--- config.mk ---
export PLATFORM = sky130hd
export DESIGN_NAME = pulse_cir_peak
export DESIGN_NICKNAME = d
export VERILOG_FILES = /design/src/rtl/pulse_pkg.sv /design/src/rtl/pulse_mag_abs.sv /design/src/rtl/pulse_cir_peak.sv
export SDC_FILE = /design/constraint.sdc
export NUM_CORES = 1
export LEC_CHECK = 0
export BUFFER_PORTS_ARGS = -buffer_cell sky130_fd_sc_hd__buf_2
export CAP_MARGIN = 20
export CORE_MARGIN = 4
export CORE_UTILIZATION = 25
export CTS_CLUSTER_SIZE = 8
export DETAILED_ROUTE_END_ITERATION = 16
export GPL_TIMING_DRIVEN = 1
export MAX_ROUTING_LAYER = met4
export PLACE_DENSITY_LB_ADDON = 0.05
export SYNTH_ARGS = -nofsm -noshare
export SYNTH_HDL_FRONTEND = slang
export SYNTH_SLANG_ARGS = --single-unit
--- constraint.sdc ---
create_clock -name ap_clk -period 4.65 [get_ports ap_clk]
set_input_delay 0.2325 -clock ap_clk [delete_from_list [all_inputs] [get_ports ap_clk]]
set_output_delay 0.2325 -clock ap_clk [all_outputs]
set_load 0.05 [all_outputs]
--- src/rtl/pulse_pkg.sv ---
// Shared definitions for the pulse-processing blocks: sample layout, magnitude width,
// summary flag positions and the peak-detector FSM encoding.
package pulse_pkg;
    localparam int DATA_W        = 32;
    localparam int I_MSB         = 31;
    localparam int Q_MSB         = 15;
    localparam int MAG_W         = 17;
    localparam int LEN_ERR_BIT   = 31;
    localparam int ABOVE_THR_BIT = 30;

    typedef enum logic [1:0] {
        ST_PASS = 2'd0,
        ST_SUM0 = 2'd1,
        ST_SUM1 = 2'd2
    } state_t;

    function automatic logic [DATA_W-1:0] sum0_word(input logic       len_err,
                                                    input logic       above_thr,
                                                    input logic [15:0] peak_idx);
        logic [DATA_W-1:0] w;
        w                = '0;
        w[LEN_ERR_BIT]   = len_err;
        w[ABOVE_THR_BIT] = above_thr;
        w[15:0]          = peak_idx;
        return w;
    endfunction
endpackage

--- src/rtl/pulse_mag_abs.sv ---
// Magnitude proxy |I| + |Q| of one packed I/Q sample; purely combinational.
// 17-bit result so the -32768 corners (65536 total) cannot overflow.
module pulse_mag_abs
    import pulse_pkg::*;
(
    input  logic [DATA_W-1:0] i_sample,
    output logic [MAG_W-1:0]  o_mag
);
    logic [MAG_W-1:0] w_i;
    logic [MAG_W-1:0] w_q;
    logic [MAG_W-1:0] w_abs_i;
    logic [MAG_W-1:0] w_abs_q;

    assign w_i     = {i_sample[I_MSB], i_sample[I_MSB -: 16]};
    assign w_q     = {i_sample[Q_MSB], i_sample[Q_MSB -: 16]};
    assign w_abs_i = w_i[MAG_W-1] ? (~w_i + 17'd1) : w_i;
    assign w_abs_q = w_q[MAG_W-1] ? (~w_q + 17'd1) : w_q;
    assign o_mag   = w_abs_i + w_abs_q;
endmodule

--- src/rtl/pulse_cir_peak.sv ---
// Forwards CIR frames unchanged and appends {flags, peak_idx} and {peak_mag} summary words.
// One registered output stage (1-cycle latency); input is held off while the summary drains.
module pulse_cir_peak
    import pulse_pkg::*;
#(
    parameter int IDX_W = 16
) (
    input  logic              ap_clk,
    input  logic              ap_rst_n,
    input  logic [DATA_W-1:0] i_data_TDATA,
    input  logic              i_data_TVALID,
    output logic              i_data_TREADY,
    input  logic              i_data_TLAST,
    output logic [DATA_W-1:0] o_data_TDATA,
    output logic              o_data_TVALID,
    input  logic              o_data_TREADY,
    output logic              o_data_TLAST,
    input  logic [15:0]       seq_len_V,
    input  logic [MAG_W-1:0]  peak_thresh_V
);
    state_t             r_state;
    state_t             w_state_nxt;
    logic               r_run;
    logic [DATA_W-1:0]  r_o_dat;
    logic               r_o_vld;
    logic               r_o_last;
    logic [IDX_W-1:0]   r_idx;
    logic [IDX_W-1:0]   r_peak_idx;
    logic [MAG_W-1:0]   r_peak_mag;
    logic [MAG_W-1:0]   r_thr;
    logic [15:0]        r_seq_len;
    logic               r_len_err;

    logic [MAG_W-1:0]   w_mag;
    logic               w_o_free;
    logic               w_in_rdy;
    logic               w_in_acc;
    logic               w_first;
    logic               w_new_peak;
    logic [15:0]        w_seq_eff;
    logic [IDX_W:0]     w_cnt;
    logic               w_len_err;

    pulse_mag_abs u_mag (
        .i_sample (i_data_TDATA),
        .o_mag    (w_mag)
    );

    assign w_o_free   = !r_o_vld || o_data_TREADY;
    assign w_in_rdy   = r_run && (r_state == ST_PASS) && w_o_free;
    assign w_in_acc   = i_data_TVALID && w_in_rdy;
    assign w_first    = (r_idx == '0);
    assign w_new_peak = w_first || (w_mag > r_peak_mag);
    // Settings are latched on the first sample, so that sample must see the live value.
    assign w_seq_eff  = w_first ? seq_len_V : r_seq_len;
    assign w_cnt      = {1'b0, r_idx} + {{IDX_W{1'b0}}, 1'b1};
    assign w_len_err  = 32'(w_cnt) != 32'(w_seq_eff);

    // Each SUMx state lasts until its word can enter the output register; after
    // SUM1 the FSM is back in PASS while word 1 drains, keeping frame overhead at 2 cycles.
    always_comb begin
        w_state_nxt = r_state;
        case (r_state)
            ST_PASS: if (w_in_acc && i_data_TLAST) w_state_nxt = ST_SUM0;
            ST_SUM0: if (w_o_free) w_state_nxt = ST_SUM1;
            ST_SUM1: if (w_o_free) w_state_nxt = ST_PASS;
            default: w_state_nxt = ST_PASS;
        endcase
    end

    always_ff @(posedge ap_clk or negedge ap_rst_n) begin
        if (!ap_rst_n) begin
            r_state  <= ST_PASS;
            r_run    <= 1'b0;
            r_o_dat  <= '0;
            r_o_vld  <= 1'b0;
            r_o_last <= 1'b0;
        end else begin
            r_state <= w_state_nxt;
            r_run   <= 1'b1;
            case (r_state)
                ST_PASS: begin
                    if (w_in_acc) begin
                        r_o_dat  <= i_data_TDATA;
                        r_o_vld  <= 1'b1;
                        r_o_last <= 1'b0;
                    end else if (o_data_TREADY) begin
                        r_o_vld  <= 1'b0;
                        r_o_last <= 1'b0;
                    end
                end
                ST_SUM0: begin
                    if (w_o_free) begin
                        r_o_dat  <= sum0_word(r_len_err, r_peak_mag >= r_thr, 16'(r_peak_idx));
                        r_o_vld  <= 1'b1;
                        r_o_last <= 1'b0;
                    end
                end
                ST_SUM1: begin
                    if (w_o_free) begin
                        r_o_dat  <= {{(DATA_W-MAG_W){1'b0}}, r_peak_mag};
                        r_o_vld  <= 1'b1;
                        r_o_last <= 1'b1;
                    end
                end
                default: ;
            endcase
        end
    end

    always_ff @(posedge ap_clk or negedge ap_rst_n) begin
        if (!ap_rst_n) begin
            r_idx      <= '0;
            r_peak_idx <= '0;
            r_peak_mag <= '0;
            r_thr      <= '0;
            r_seq_len  <= '0;
            r_len_err  <= 1'b0;
        end else if (w_in_acc) begin
            if (r_idx != '1) r_idx <= r_idx + {{(IDX_W-1){1'b0}}, 1'b1};
            if (w_new_peak) begin
                r_peak_mag <= w_mag;
                r_peak_idx <= r_idx;
            end
            if (w_first) begin
                r_seq_len <= seq_len_V;
                r_thr     <= peak_thresh_V;
            end
            if (i_data_TLAST) r_len_err <= w_len_err;
        end else if (r_state == ST_SUM1 && w_o_free) begin
            r_idx <= '0;
        end
    end

    assign i_data_TREADY = w_in_rdy;
    assign o_data_TDATA  = r_o_dat;
    assign o_data_TVALID = r_o_vld;
    assign o_data_TLAST  = r_o_last;
endmodule

== Word level (Yosys, flattened, before mapping) ==
Cells that the tools add are included.

* Bits in registers: 120
* Bits of input ports: 70
* Output and inout port bits: 35
* Word-level logic and storage cells: 74

* Add/sub/neg operators: 5
* Magnitude comparators: 2
* Eq/ne operators: 11
* Multiplexer cells: 21
* Bitwise operators: 2
* Reductions and logical operators: 22

{| class="wikitable"
|+ Operator list
! cell !! count
|-
| two-way mux 32 bit || 3
|-
| one-hot mux 32 bit (3 select lines) || 1
|-
| two-way mux 16 bit || 4
|-
| adder 17 x 1 -> 17 bit, second input constant || 2
|-
| two-way mux 17 bit || 2
|-
| NOT 17 bit || 2
|-
| adder 16 x 1 -> 17 bit, second input constant || 1
|-
| adder 17 bit || 1
|-
| >= comparator 17 bit || 1
|-
| > comparator 17 bit || 1
|-
| inequality test 17 x 16 -> 1 bit || 1
|-
| adder 16 x 1 -> 16 bit, second input constant || 1
|-
| zero test 16 bit || 1
|-
| inequality test 16 bit, second input constant || 1
|-
| AND reduction 2 bit || 4
|-
| AND reduction 4 bit || 2
|-
| two-way mux 2 bit || 3
|-
| inequality test 2 x 1 -> 1 bit, second input constant || 3
|-
| inequality test 2 bit, second input constant || 3
|-
| one-hot mux 2 bit (3 select lines) || 1
|-
| AND reduction 3 bit || 2
|-
| logical AND 1 bit || 5
|-
| two-way mux 1 bit || 5
|-
| nonzero test 2 bit || 2
|-
| 10 further kinds || 11
|}

== Longest topological paths before layout ==
* Depth in word-level cells: 7
* Depth in mapped cells: 22
* Mapped depth without buffers: 21

== By module ==
A second synthesis with hierarchy kept.

* Cell total of the unflattened synthesis: 859
* Area total of the unflattened synthesis: 7830.0 um^2

{| class="wikitable"
|+ By module, submodules not included
! module !! instances !! cells each !! area an instance (um^2) !! sequential area each (um^2)
|-
| pulse_cir_peak || 1 || 664 || 6466.2 || 3002.9
|-
| pulse_mag_abs || 1 || 195 || 1363.8 || 0.0
|}

== Worst setup path before layout ==
Ideal clock, no wire load.

* Kind: input to register
* From: input port i_data_TDATA[17]
* To: register r_peak_idx[13]
* Library setup time: 0.125 ns
* Arrival time: 4.595 ns
* Data required time: 4.525 ns
* Slack: -0.069 ns
* Stages: 19
* Buffers on the path: 1
* Cell sequence: or3_1 -> or4_1 -> o41ai_1 -> xnor2_1 -> ha_1 -> nand2_1 -> nor3_1 -> a21oi_1 -> or4_1 -> nand3_1 -> ha_1 -> a21oi_1 -> nor2b_1 -> o21ai_0 -> and3b_1 -> o2111ai_1 -> nand2_1 -> buf_1 -> mux2_2

* Word-level cells in the longest chain between the ends: 7

{| class="wikitable"
|+ Ends and longest elaborated chain
! element !! line !! RTL
|-
| start, declared || pulse_cir_peak.sv:10 || <nowiki>input logic [DATA_W-1:0] i_data_TDATA,</nowiki>
|-
| NOT 17 bit || pulse_mag_abs.sv:16 || <nowiki>assign w_abs_i = w_i[MAG_W-1] ? (~w_i + 17'd1) : w_i;</nowiki>
|-
| adder 17 x 1 -> 17 bit || pulse_mag_abs.sv:16 ||
|-
| two-way mux 17 bit * || pulse_mag_abs.sv:16 ||
|-
| adder 17 bit * || pulse_mag_abs.sv:18 || <nowiki>assign o_mag = w_abs_i + w_abs_q;</nowiki>
|-
| named net u_mag.o_mag[14] || pulse_mag_abs.sv:7 || <nowiki>output logic [MAG_W-1:0] o_mag</nowiki>
|-
| > comparator 17 bit * || pulse_cir_peak.sv:53 || <nowiki>assign w_new_peak = w_first || (w_mag > r_peak_mag);</nowiki>
|-
| logical OR 1 bit * || pulse_cir_peak.sv:53 ||
|-
| AND reduction 2 bit (no source line) * || -- ||
|-
| end signal, assigned || pulse_cir_peak.sv:123 || <nowiki>r_peak_idx <= r_idx;</nowiki>
|-
| end, declared || pulse_cir_peak.sv:28 || <nowiki>logic [IDX_W-1:0] r_peak_idx;</nowiki>
|}

Mark *: on every way through the listed nets, which the timed path passes. The rest lies on a longest branch.
A chain may end at the register's enable or synchronous reset.

== Worst setup path in the final report ==
* From: input port i_data_TDATA[17]
* To: register r_peak_mag[7]

* Word-level cells in the longest chain between the ends: 7

{| class="wikitable"
|+ Ends and longest elaborated chain
! element !! line !! RTL
|-
| NOT 17 bit || pulse_mag_abs.sv:16 ||
|-
| adder 17 x 1 -> 17 bit || pulse_mag_abs.sv:16 ||
|-
| two-way mux 17 bit * || pulse_mag_abs.sv:16 ||
|-
| adder 17 bit * || pulse_mag_abs.sv:18 ||
|-
| named net u_mag.o_mag[13] || pulse_mag_abs.sv:7 ||
|-
| > comparator 17 bit * || pulse_cir_peak.sv:53 ||
|-
| logical OR 1 bit * || pulse_cir_peak.sv:53 ||
|-
| AND reduction 2 bit (no source line) * || -- ||
|-
| end signal, assigned || pulse_cir_peak.sv:122 || <nowiki>r_peak_mag <= w_mag;</nowiki>
|-
| end, declared || pulse_cir_peak.sv:29 || <nowiki>logic [MAG_W-1:0] r_peak_mag;</nowiki>
|}

Marks and branches as above.

==> results.yml <==
drt:
  vias_per_cell: 4.68
  met2WireLength_um: 13100
  wl_met3_um: 862
  top_layer: "met4"
  routed_wl_um: 26900
  wl_per_cell_um: 18.9
  drcViolationCount: 0
  wl_met1_um: 12600
  num_vias: 6657
  first_pass_iters: 6
  drt-initial-drc-count: 337
  antenna_left: 0
pwr:
  p_sw_w: 0.00293
  pwr-share-comb_pct: 52.4
  total_power_w: 0.00642
  pwr-share-seq_pct: 26.5
  p_leak_nw: 4.65
  irDropWorstVdd_mv: 0.297
  p_sw_share_pct: 45.6
  powerDensity_mw_per_mm2: 643
  internal_power_w: 0.00350
  clkPwrFrac_pct: 21.1
min_path:
  hp-start: "peak_thresh_V[9]"
  hold_class: "in2reg"
  whs_path_depth: 3
  hold_end: "r_thr[9]$_DFFE_PN0P_"
placed_design:
  post-dp-hpwl_um: 20900
  placedInstanceArea_mm2: 0.00927
  gp_congestion: 0.806
  portBuffers: 104
sta:
  slew_headroom_pct: 41.1
  skew_ns: 0.00778
  fin_crit_ns: 4.35
  period_share_pct: 93.5
  setup_viol: 0
  hold_viol: 0
  worst_pin_slew_ns: 0.881
  drv_slew: 0
  fmax_ghz: 0.230
logic_synthesis:
  synth_cells: 859
  synth.top_cell.area_share_pct: 37.8
  yosysWarnings: 0
  synth-seq-cells: 120
  synthesis.nets: 988
  synth_edf_count: 0
  netlist-cell-type-count: 59
  synth_area_leaders: "dfrtp_1 (38%), ha_1 (9.1%), mux2_2 (6.4%), xnor2_1 (5.1%), nand2_1 (4.8%)"
  ys_async_sr_fraction_pct: 100
  synth-main-ff-cell: "dfrtp_1"
  syn_area_mm2: 0.00794
  syn_avg_cell_area_um2: 9.24
  yosysTopAreaCell: "dfrtp_1"
  yosysSeqAreaShare_pct: 37.8
status:
  status: "finished clean"
clock_network:
  root_buffer: "clkbuf_16"
  cts.clk_slew.worst_paths_ns: 0.06
  cts_buffers: 17
  htree_levels: 4
  cts_tree: "built"
  numClockSinks: 120
  postCtsSetupBuffers: 0
  cts_buffer_depth: 2
  clock_latency_ns: 0.42
global_routing:
  grt_usage_pct: 16.3
  grt_pass1_wl_um: 41600
  antenna_found_initial: 0
  overflow: 0
  grt_pass1_vias: 6833
  grt_max_degree: 65
finish:
  final_nets: 1141
  synthToLayoutAreaGrowth_pct: 25.9
  antenna_cells: 0
  nFillCells: 3292
  final_area_mm2: 0.00999
  drive_gt1_share_pct: 26.0
worst_setup_path:
  critPathLaunchType: "input pin"
  r2r_slack_ns: 1.51
  timing.rr.start: "r_idx[0]$_DFFE_PN0P_"
  crit_top_cell: "ha_1"
  worstPathArrival_ns: 4.65
  cp_slowest_cell: "or4_1"
  cpPeakStageDelay_ns: 0.43
  cp_cell_sequence: "buf_2 -> inv_1 -> ha_1 -> nand2b_1 -> or4_1 -> buf_4 -> nand2_1 -> xnor2_1 -> ha_1 -> a21o_1 -> a21o_1 -> a21oi_1 -> nand2_1 -> o21a_1 -> o311ai_1 -> buf_4 -> ha_1 -> nand4_1 -> nor2_2 -> o21ai_0 -> o2111ai_2 -> nand2_2 -> buf_12 -> mux2_2"
  required_ns: 4.95
  crit_path_end_kind: "flop"
  reg2reg_depth: 10
  path_class: "in2reg"
  crit-reg2reg-capture: "r_len_err$_DFFE_PN0P_"
  crit_path_max_fanout: 24
floorplanning:
  core_mm2: 0.0310
  dieArea_mm2: 0.0347
  io_pins: 105
  fp.dieW_um: 186
  die_h_um: 186
  rows: 64
  start_util_pct: 25.6
job:
  cap_violations: 0
-- stage by stage --
stage	setup slack [ns]	hold slack, ns	setup TNS (ns)	utilization (%)	cells
final	0.302	0.0231	0	32.2	1421
after global routing	-0.0301	0.00882	-0.377	32.2	1421
after CTS	0.148	0.000570	0	32.0	1420
after detailed placement	-0.285	0.295	-7.71	29.9	1381
after global placement	-0.204	0.302	-5.48	29.9	1381
after floorplan	0.0868	-0.0631	0	-	859
-- layer usage --
metal / track usage (%) / vias to the layer above
met2: 27.0 / 104
met1: 21.0 / 3166
li1: - / 3372
met4: 3.91 / 0
met5: - / -
met3: 2.51 / 15
-- synthesized netlist by cell type, drive strengths merged, types with 3 or more instances --
cell type,number
dfrtp,120
nand2,102
o21ai,80
ha,58
inv,53
nor2,52
mux2,46
xnor2,46
a21oi,31
clkbuf,31
o31ai,30
a221oi,19
a21o,15
and3,14
mux2i,14
nand3,12
xor2,12
buf,11
nand2b,8
nor2b,8
nor3,8
a31oi,7
nand4,7
or3,7
o21a,6
or4,6
a211oi,5
and2,5
o21bai,5
or2,5
and4,4
nor4,4
o2111ai,4
nor4b,3
o41ai,3
-- placed cells by master (no fill, tap or decap), types with 8 or more instances in the layout --
| master | netlist | final |
|---|---|---|
| mux2i_1 | 13 | 13 |
| o31ai_1 | 30 | 30 |
| buf_2 | 4 | 103 |
| dfrtp_1 | 120 | 120 |
| mux2_2 | 45 | 45 |
| nor2_1 | 52 | 50 |
| o21ai_0 | 76 | 73 |
| and3_1 | 14 | 14 |
| buf_4 | 0 | 64 |
| ha_1 | 58 | 58 |
| nand3_1 | 12 | 12 |
| nand2_1 | 102 | 101 |
| a221oi_1 | 19 | 19 |
| xnor2_1 | 46 | 46 |
| nand2b_1 | 8 | 8 |
| xor2_1 | 12 | 12 |
| a21oi_1 | 31 | 30 |
| inv_1 | 53 | 53 |
| nor2b_1 | 8 | 8 |
| a21o_1 | 15 | 15 |
| clkbuf_16 | 0 | 17 |
-- power groups by stage --
stage	Clock, W	Sequential [W]	Combinational (W)
after floorplan	0	0.00209	0.00193
after global placement	0	0.00173	0.00338
after detailed placement	0	0.00173	0.00338
after CTS	0.00141	0.00172	0.00340
after global routing	0.00145	0.00176	0.00377
final	0.00136	0.00170	0.00336
-- cell type report --
type                       count  area (um2)  area share, %
inverter                      53         199           1.99
multi-input combinational    644        4600           46.0
clock buffer                  19         443           4.43
clock inverter                13         145           1.45
timing repair buffer         176        1110           11.1
sequential                   120        3000           30.1
tap                          396         495           4.96
-- critical path, delay by kind of cell --
family | cells | cell delay, ns
xor+xnor | 1 | 0.14
simple gates | 7 | 1.03
fa+ha+maj | 3 | 0.67
compound gates | 7 | 1.51
buf+inv | 5 | 0.70
mux | 1 | 0.35
-- sequential cells by signal (all words and copies together), names as in the netlist, 2 cells and up --
signal        count
r_seq_len        16
r_peak_mag       17
r_peak_idx       16
r_state           2
r_idx            16
r_thr            17
o_data_TDATA     32
-- how the worst max path moves through the flow --
stage | startpoint | depth (start not counted) | to
after floorplan | i_data_TDATA[17] | 19 | r_peak_idx[13]$_DFFE_PN0P_
after global placement | i_data_TDATA[17] | 20 | r_peak_mag[10]$_DFFE_PN0P_
after detailed placement | i_data_TDATA[17] | 20 | r_peak_mag[11]$_DFFE_PN0P_
after CTS | i_data_TDATA[17] | 20 | r_peak_mag[7]$_DFFE_PN0P_
after global routing | i_data_TDATA[17] | 24 | r_peak_mag[7]$_DFFE_PN0P_
final | i_data_TDATA[17] | 24 | r_peak_mag[7]$_DFFE_PN0P_
-- cells by family after synthesis --
kind of cell,count (synthesis),share of synthesized area (%)
buf+inv,95,4.94
mux,60,8.34
compound gates,217,17.5
simple gates,247,15.0
fa+ha+maj,59,9.40
xor+xnor,60,6.97
flops,120,37.8
other cells,1,0.0473
-- timing repair --
action	CTS	global route
hold buffers	7	0
endpoints found under the setup margin	0	32
gates resized for setup	0	11
endpoints found under the hold margin	47	0
(Power assumes the default switching activity.)
